File: config.mk
export PLATFORM = sky130hd
export DESIGN_NAME = rx_word_align_nch
export DESIGN_NICKNAME = d
export VERILOG_FILES = /design/src/rtl/rx_word_align_nch.sv
export SDC_FILE = /design/constraint.sdc
export NUM_CORES = 1
export LEC_CHECK = 0
export ABC_CLOCK_PERIOD_IN_PS = 6150
export BUFFER_PORTS_ARGS = -buffer_cell sky130_fd_sc_hd__buf_2
export CAP_MARGIN = 20
export CORE_MARGIN = 2
export CORE_UTILIZATION = 60
export CTS_BUF_LIST = sky130_fd_sc_hd__clkbuf_4
export DETAILED_ROUTE_END_ITERATION = 6
export PLACE_DENSITY = 0.81
export SLEW_MARGIN = 0
export SYNTH_ARGS = -nofsm -noshare
export SYNTH_HDL_FRONTEND = slang
export SYNTH_SLANG_ARGS = --single-unit
File: constraint.sdc
create_clock -name rx_clkdiv6 -period 6.15 [get_ports rx_clkdiv6]
set_input_delay 0.9225 -clock rx_clkdiv6 [delete_from_list [all_inputs] [get_ports rx_clkdiv6]]
set_output_delay 0.9225 -clock rx_clkdiv6 [all_outputs]
set_load 0.01 [all_outputs]
File: src/rtl/rx_word_align_nch.sv
// Per-lane word aligner: trains each deserialised lane against a fixed
// training word, issuing bitslip pulses until it matches consistently,
// and reports per-lane lock/fail plus run-level status.
module rx_word_align_nch #(
   parameter int                NUM_LANES     = 4,
   parameter int                WORD_W        = 6,
   parameter logic [WORD_W-1:0] TRAIN_PATTERN = 6'b111000,
   parameter int                MATCH_CNT     = 16,
   parameter int                SLIP_WAIT     = 4,
   parameter int                MAX_SLIP      = 12,
   parameter int                SLIP_W        = $clog2(MAX_SLIP + 1)
) (
   input  logic                          rx_clkdiv6,
   input  logic                          rx_reset,
   input  logic [NUM_LANES*WORD_W-1:0]   rx_data,
   input  logic                          train_start,
   input  logic [NUM_LANES-1:0]          lane_mask,
   output logic [NUM_LANES-1:0]          bitslip,
   output logic [NUM_LANES-1:0]          lane_locked,
   output logic [NUM_LANES-1:0]          lane_fail,
   output logic [NUM_LANES*SLIP_W-1:0]   lane_slips,
   output logic                          train_busy,
   output logic                          train_done,
   output logic                          all_locked
);

   localparam int MATCH_W = $clog2(MATCH_CNT + 1);
   localparam int WAIT_W  = $clog2(SLIP_WAIT + 1);

   typedef enum logic [2:0] {
      ST_IDLE, ST_CHECK, ST_SLIP, ST_WAIT, ST_LOCKED, ST_FAIL
   } lane_state_t;

   lane_state_t                 state_q [NUM_LANES];
   lane_state_t                 state_d [NUM_LANES];
   logic        [MATCH_W-1:0]   match_q [NUM_LANES];
   logic        [MATCH_W-1:0]   match_d [NUM_LANES];
   logic        [SLIP_W-1:0]    slip_q  [NUM_LANES];
   logic        [SLIP_W-1:0]    slip_d  [NUM_LANES];
   logic        [WAIT_W-1:0]    wait_q  [NUM_LANES];
   logic        [WAIT_W-1:0]    wait_d  [NUM_LANES];
   logic        [NUM_LANES-1:0] mask_q;
   logic        [NUM_LANES-1:0] settled_c;
   logic                        all_done_c;
   logic        [NUM_LANES*WORD_W-1:0] rx_data_p0;

   function automatic logic [MATCH_W-1:0] sat_inc_match(input logic [MATCH_W-1:0] v);
      return (v == MATCH_W'(MATCH_CNT)) ? v : v + MATCH_W'(1);
   endfunction

   function automatic logic [SLIP_W-1:0] sat_inc_slip(input logic [SLIP_W-1:0] v);
      return (v == SLIP_W'(MAX_SLIP)) ? v : v + SLIP_W'(1);
   endfunction

   // Stage p0: single registration of the incoming lane words
   always_ff @(posedge rx_clkdiv6) begin
      rx_data_p0 <= rx_data;
   end

   // Per-lane status decode and run completion detection
   always_comb begin
      lane_locked = '0;
      lane_fail   = '0;
      settled_c   = '0;
      lane_slips  = '0;
      for (int n = 0; n < NUM_LANES; n++) begin
         lane_locked[n] = (state_q[n] == ST_LOCKED);
         lane_fail[n]   = (state_q[n] == ST_FAIL);
         settled_c[n]   = !mask_q[n] || lane_locked[n] || lane_fail[n];
         lane_slips[n*SLIP_W +: SLIP_W] = slip_q[n];
      end
      all_done_c = train_busy && (&settled_c);
   end

   // Per-lane next-state, counters and bitslip pulse
   always_comb begin
      bitslip = '0;
      for (int n = 0; n < NUM_LANES; n++) begin
         state_d[n] = state_q[n];
         match_d[n] = match_q[n];
         slip_d[n]  = slip_q[n];
         wait_d[n]  = wait_q[n];
         if (train_start) begin
            state_d[n] = lane_mask[n] ? ST_CHECK : ST_IDLE;
            match_d[n] = '0;
            slip_d[n]  = '0;
            wait_d[n]  = '0;
         end else begin
            case (state_q[n])
               ST_CHECK: begin
                  if (rx_data_p0[n*WORD_W +: WORD_W] == TRAIN_PATTERN) begin
                     match_d[n] = sat_inc_match(match_q[n]);
                     if (match_q[n] == MATCH_W'(MATCH_CNT - 1))
                        state_d[n] = ST_LOCKED;
                  end else begin
                     match_d[n] = '0;
                     state_d[n] = ST_SLIP;
                  end
               end
               ST_SLIP: begin
                  if (slip_q[n] == SLIP_W'(MAX_SLIP)) begin
                     state_d[n] = ST_FAIL;
                  end else begin
                     bitslip[n] = 1'b1;
                     slip_d[n]  = sat_inc_slip(slip_q[n]);
                     wait_d[n]  = '0;
                     state_d[n] = ST_WAIT;
                  end
               end
               ST_WAIT: begin
                  if (wait_q[n] == WAIT_W'(SLIP_WAIT - 1)) begin
                     wait_d[n]  = '0;
                     state_d[n] = ST_CHECK;
                  end else begin
                     wait_d[n] = wait_q[n] + WAIT_W'(1);
                  end
               end
               ST_LOCKED: begin
                  // Lock is re-verified only while the run is still open
                  if (train_busy && !all_done_c &&
                      rx_data_p0[n*WORD_W +: WORD_W] != TRAIN_PATTERN) begin
                     match_d[n] = '0;
                     state_d[n] = ST_CHECK;
                  end
               end
               default: ;
            endcase
         end
      end
   end

   // Per-lane state and counter registers
   always_ff @(posedge rx_clkdiv6 or posedge rx_reset) begin
      if (rx_reset) begin
         for (int n = 0; n < NUM_LANES; n++) begin
            state_q[n] <= ST_IDLE;
            match_q[n] <= '0;
            slip_q[n]  <= '0;
            wait_q[n]  <= '0;
         end
      end else begin
         for (int n = 0; n < NUM_LANES; n++) begin
            state_q[n] <= state_d[n];
            match_q[n] <= match_d[n];
            slip_q[n]  <= slip_d[n];
            wait_q[n]  <= wait_d[n];
         end
      end
   end

   // Run control: busy window, done pulse and overall lock verdict
   always_ff @(posedge rx_clkdiv6 or posedge rx_reset) begin
      if (rx_reset) begin
         train_busy <= 1'b0;
         train_done <= 1'b0;
         all_locked <= 1'b0;
         mask_q     <= '0;
      end else begin
         train_done <= 1'b0;
         if (train_start) begin
            train_busy <= 1'b1;
            all_locked <= 1'b0;
            mask_q     <= lane_mask;
         end else if (all_done_c) begin
            train_busy <= 1'b0;
            train_done <= 1'b1;
            all_locked <= ~|(lane_fail & mask_q);
         end
      end
   end

endmodule

==> summary.md, run 1 <==
## Power and ir drop
- leak pwr: 2.40 nW
- Worst VDD drop: 0.141 mV
- P per Cell Area: 278 nW/um^2
- PnR Total Power: 0.00142 W

## Logic synthesis
- register area share after synthesis: 46.2%
- count of cell types in the netlist: 64
- flip-flop and latch count after synthesis: 91
- Top FF cell, synth: sky130_fd_sc_hd__dfrtp_1
- cell area after synthesis: 4660 sq um
- warnings from Yosys: 0
- number of enable-type register cells in the synthesized netlist: 0
- post-synthesis cell count: 496
- syn nets: 551
- share of flip-flops with an asynchronous set or reset after synthesis: 73.6%
- mean cell area of the mapped netlist: 9.40 sq um

## CTS
- Setup Buffers After CTS: 0
- CTS tree: done
- worst-skew pair later-pin latency: 0.44 ns
- number of buffers added to fix hold violations after cts: 0
- clock edge transition at the registers on the reported setup and hold paths: 0.14 ns
- number of levels in the clock H-tree: 3
- TritonCTS sink count: 91
- clock root buffer master: sky130_fd_sc_hd__clkbuf_4
- maximum clock path buffer count: 2
- CTS buffer count: 9
- CTS resizes: 0

## Floorplanning
- core area: 7650 sq um
- x dimension of the die: 92.2 um
- Die Span Y: 92.2 um
- initial core utilization: 61.0%
- count of boundary I/O pins: 62
- area of the die: 8500 sq um
- FP Rows: 32

## Finish
- Seq. cell area: 2160 sq um
- fraction of layout cells with a size suffix above 1: 18.4%
- Diodes inserted: 0
- area used by multi-input combinational logic: 2250 sq um
- FILL cells: 637
- area growth from synthesis to layout: 9.63%
- Net count, final: 605
- commonest cells after routing, fill and taps aside: sky130_fd_sc_hd__dfrtp_1, sky130_fd_sc_hd__nor2_1, sky130_fd_sc_hd__buf_2
- most frequent standard cell in the layout excluding fill and tap cells: sky130_fd_sc_hd__dfrtp_1

## Detailed routing
- total number of vias: 3707
- WL final: 9330 um
- DRC errors left: 0
- total iterations of the first detailed-routing run: 4
- wire per inst: 14.2 um
- DR vias/cell: 5.64
- antenna-violating nets left: 0
- DR iter-0 viols: 211

## Place
- Buffers on Ports: 61
- final estimated routing congestion in global placement: 0.846
- post-detail-place hpwl: 6590 um

## Timing
- max-slew violation count: 0
- Final Hold Vio Count: 0
- achievable clock frequency: 309 MHz
- Final min period: 3.24 ns
- Final Hold Slack: 0.537 ns
- Max-slew headroom: 43.8%
- Setup Skew: 0.0205 ns
- post-route clock period utilization: 52.7%
- number of setup violations in the final report: 0
- RSZ-0062 raised after global routing: no
- actual transition at the worst max-transition pin: 0.843 ns
- Total Neg Setup Slack: 0 ns

## Global routing
- maximum number of pins on one net before global-route repair: 72
- first-pass GRT wire length: 16200 um
- initial antenna violation count: 0
- total global-route track usage: 23.7%
- number of global-route vias before repair: 3695
- leftover overflow at the end of global routing: 0

## Outcome
- run status: completed

## Job
- # Max-Cap Violations: 0

## Critical path
- critical path required time: 5.23 ns
- Worst Path Class, Setup: in2out
- highest net fanout along the worst path: 71
- CP Capture Type: output port
- worst endpoint data arrival time: 2.32 ns
- nature of the critical path startpoint: primary input

## Worst hold path
- worst hold path type: reg2reg

==> layer usage <==
layer	track usage [%]	vias up	wire, um
li1	-	1840	-
met1	29.2	1758	4080
met2	41.3	96	4690
met3	4.77	13	425
met4	8.71	0	138
met5	0	-	0
==> registers in the layout, summed over array words and instances (netlist names) <==
name	flops
lane_slips	16
mask_q	4
state_q	12
wait_q	12
match_q	20
train_done	1
all_locked	1
train_busy	1
rx_data_p0	24
==> synth_stat cells, types with 4 or more instances <==
library cell	number	share of area (%)
sky130_fd_sc_hd__a31oi_1	6	0.80
sky130_fd_sc_hd__nand3_1	24	2.6
sky130_fd_sc_hd__and3_1	5	0.67
sky130_fd_sc_hd__nand2_1	28	2.3
sky130_fd_sc_hd__nor2_1	61	4.9
sky130_fd_sc_hd__o31ai_1	4	0.64
sky130_fd_sc_hd__clkbuf_1	8	0.64
sky130_fd_sc_hd__o21ai_0	23	2.5
sky130_fd_sc_hd__ha_1	24	6.4
sky130_fd_sc_hd__a211o_1	4	0.75
sky130_fd_sc_hd__xor2_1	6	1.1
sky130_fd_sc_hd__or2_2	5	0.67
sky130_fd_sc_hd__xnor2_1	7	1.3
sky130_fd_sc_hd__nor2b_1	9	1.2
sky130_fd_sc_hd__nand4_1	7	0.94
sky130_fd_sc_hd__a21o_1	4	0.64
sky130_fd_sc_hd__mux2i_1	7	1.5
sky130_fd_sc_hd__dfxtp_1	24	10
sky130_fd_sc_hd__buf_2	5	0.54
sky130_fd_sc_hd__mux2_2	5	1.2
sky130_fd_sc_hd__or3_1	6	0.80
sky130_fd_sc_hd__nor3b_1	6	0.97
sky130_fd_sc_hd__a21oi_1	30	3.2
sky130_fd_sc_hd__dfrtp_1	67	36
sky130_fd_sc_hd__nand2b_1	16	2.1
sky130_fd_sc_hd__inv_1	35	2.8
sky130_fd_sc_hd__nor3_1	15	1.6
==> report_power, final <==
part | internal (W) | switching (W) | leakage [nW] | total [W]
sequential | 0.000653 | 0.0000875 | 1.11 | 0.000740
combinational | 0.000167 | 0.000220 | 1.23 | 0.000387
clock | 0.0000878 | 0.000205 | 0.0604 | 0.000293
total | 0.000907 | 0.000513 | 2.40 | 0.00142
==> per-stage QoR <==
step | utilization [%] | cell area [sq um] | setup slack [ns] | instances
6_report | 66.9 | 5110 | 2.91 | 657
3_5_place_dp | 65.3 | 5000 | 2.92 | 641
5_1_grt | 66.9 | 5110 | 2.83 | 657
4_1_cts | 66.9 | 5110 | 2.92 | 657
2_1_floorplan | - | 4660 | 3.35 | 496
3_3_place_gp | 65.3 | 5000 | 2.95 | 641
==> final timing paths <==
check                             from             end  slack [ns]  depth (start not counted)
setup / recovery           train_start      bitslip[1]        2.91                          5
hold / removal               wait_q[4]       wait_q[4]        0.54                          2
setup reg to reg            state_q[3]      state_q[4]        3.97                          6
hold reg to reg              wait_q[4]       wait_q[4]        0.54                          2
max in group asynchronous     rx_reset      match_q[8]        4.87                          3
min in group asynchronous     rx_reset  lane_slips[11]        0.70                          3
==> kinds of logic (layout without fill, tap and decap cells) <==
kind of cell | Yosys count | count (layout) | synth area share, %
flops | 91 | 91 | 46.2
simple gates | 199 | 199 | 22.0
fa+ha+maj | 24 | 24 | 6.44
buf+inv | 56 | 115 | 5.42
xor+xnor | 13 | 13 | 2.44
compound gates | 99 | 99 | 14.1
mux | 14 | 14 | 3.35
==> worst max-delay path, stage by stage <==
cell and delay (ns):
sky130_fd_sc_hd__buf_2 0.08, sky130_fd_sc_hd__buf_4 0.55, sky130_fd_sc_hd__inv_1 0.36, sky130_fd_sc_hd__and3_1 0.25, sky130_fd_sc_hd__buf_2 0.13
==> area by class of cell <==
class                      instances  area share, %
inverter                          36           2.69
tap                              102           2.50
clock buffer                      10           1.47
sequential                        91           42.2
clock inverter                     6          0.807
multi-input combinational        349           44.1
timing repair buffer              63           6.26
Power figures use the tool's default switching activity.
==> inputs of run 2 (changes only) <==
- ABC_CLOCK_PERIOD_IN_PS: 6150 -> 3100
- clock period: 6.15 -> 3.1 ns (I/O delays scaled with it)
==> run 2 against run 1 <==
Register-to-register slack worse by 3.0 ns. Power is 110% higher. Core utilization is 0.54 points higher. Die area stayed put. Hold slack worse by 0.43 ns. Highest routed layer unchanged.
==> summary.md, run 2 (synthesized netlist as in run 1, its figures left out) <==
## Detailed routing
- DR iter-0 viols: 181
- wire per inst: 13.9 um
- total iterations of the first detailed-routing run: 5
- DR vias/cell: 5.71
- DRC errors left: 0
- antenna-violating nets left: 0
- WL final: 9150 um
- total number of vias: 3757

## Place
- post-detail-place hpwl: 6510 um
- placement-stage worst setup slack: 1.01 ns
- Buffers on Ports: 61
- Inst Count DP: 642
- final estimated routing congestion in global placement: 0.879

## Floorplanning
- FP Rows: 32
- x dimension of the die: 92.2 um
- count of boundary I/O pins: 62
- initial core utilization: 61.0%
- area of the die: 8500 sq um
- core area: 7650 sq um
- Die Span Y: 92.2 um

## CTS
- clock root buffer master: sky130_fd_sc_hd__clkbuf_4
- clock edge transition at the registers on the reported setup and hold paths: 0.15 ns
- CTS tree: done
- worst-skew pair later-pin latency: 0.44 ns
- number of levels in the clock H-tree: 3
- CTS resizes: 0
- Setup Buffers After CTS: 0
- TritonCTS sink count: 91
- CTS buffer count: 9
- number of buffers added to fix hold violations after cts: 0
- maximum clock path buffer count: 2

## Finish
- area growth from synthesis to layout: 10.5%
- Net count, final: 606
- largest register by flop count: rx_data_p0
- final non-filler cell total: 658
- number of flip-flops under the largest register name: 24
- most frequent standard cell in the layout excluding fill and tap cells: sky130_fd_sc_hd__dfrtp_1
- final core occ: 67.4%
- commonest cells after routing, fill and taps aside: sky130_fd_sc_hd__dfrtp_1, sky130_fd_sc_hd__nor2_1, sky130_fd_sc_hd__buf_2
- fraction of layout cells with a size suffix above 1: 18.7%
- Diodes inserted: 0
- FILL cells: 631

## Critical path
- critical path required time: 2.63 ns
- highest net fanout along the worst path: 9
- highest cell delay on the worst timing path: 0.50 ns
- Worst Path Class, Setup: reg2out
- worst endpoint data arrival time: 1.90 ns
- CP Capture Type: output port
- library cell contributing the largest single delay on the critical path: sky130_fd_sc_hd__dfrtp_1
- cell-by-cell listing of the critical path: nor2b_1 > nand3_1 > nor2_1 > buf_2
- nature of the critical path startpoint: flip-flop

## Timing
- Setup Skew: 0.0144 ns
- Final Hold Slack: 0.105 ns
- Total Neg Setup Slack: 0 ns
- number of setup violations in the final report: 0
- RSZ-0062 raised after global routing: no
- post-route clock period utilization: 76.2%
- actual transition at the worst max-transition pin: 0.837 ns
- Final WS setup: 0.738 ns
- achievable clock frequency: 423 MHz
- Final min period: 2.36 ns
- max-slew violation count: 0
- Final Hold Vio Count: 0
- Max-slew headroom: 44.2%

## Worst hold path
- worst hold path type: in2reg

## Job
- # Max-Cap Violations: 0

## Global routing
- total global-route track usage: 22.5%
- leftover overflow at the end of global routing: 0
- number of global-route vias before repair: 3532
- maximum number of pins on one net before global-route repair: 68
- initial antenna violation count: 0
- first-pass GRT wire length: 15500 um

## Power and ir drop
- Worst VDD drop: 0.297 mV
- leak pwr: 2.42 nW
- P per Cell Area: 568 nW/um^2

## Outcome
- run status: completed

run 2: power by group:
part / total (W) / internal, W / switching, W / leakage, nW
combinational: 0.000767 / 0.000334 / 0.000432 / 1.24
clock: 0.000690 / 0.000260 / 0.000430 / 0.0755
sequential: 0.00147 / 0.00129 / 0.000176 / 1.11
run 2: final timing paths:
path,from,to,slack [ns],cells after the start
max in group asynchronous,rx_reset,match_q[17],2.31,3
setup reg to reg,match_q[5],state_q[3],0.97,7
hold / removal,rx_data[7],rx_data_p0[7],0.10,1
hold reg to reg,wait_q[4],wait_q[4],0.54,2
setup / recovery,state_q[2],bitslip[3],0.74,4
min in group asynchronous,rx_reset,lane_slips[11],0.23,3
run 2: final cells by class:
cell class	count	area [sq um]	share of cell area, %
well taps	102	128	2.48
clock buffers	9	67.6	1.31
clock inverters	7	82.6	1.60
multi-input cells	349	2250	43.7
inverters	36	138	2.67
repair buffers	64	328	6.36
flip-flops and latches	91	2160	41.8
run 2: metrics by stage:
| stage | area (sq um) | total power, W |
|---|---|---|
| after floorplan | 4660 | 0.00209 |
| after global placement | 5000 | 0.00222 |
| after detailed placement | 5000 | 0.00226 |
| after CTS | 5150 | 0.00295 |
| after global routing | 5150 | 0.00311 |
| final | 5150 | 0.00293 |
run 2: worst max-delay path: cells and delay by family (launching register included):
family	cells	cell delay, ns
buffers and inverters	1	0.14
AND/OR/NAND/NOR	3	0.82
flip-flops	1	0.50
run 2: metal layers:
metal	vias up	GRT usage (%)	part of all wire, %
met5	-	0	0
met4	0	5.72	0.91
met3	9	5.51	5.0
met2	95	38.2	50
met1	1811	29.1	44
li1	1842	-	-
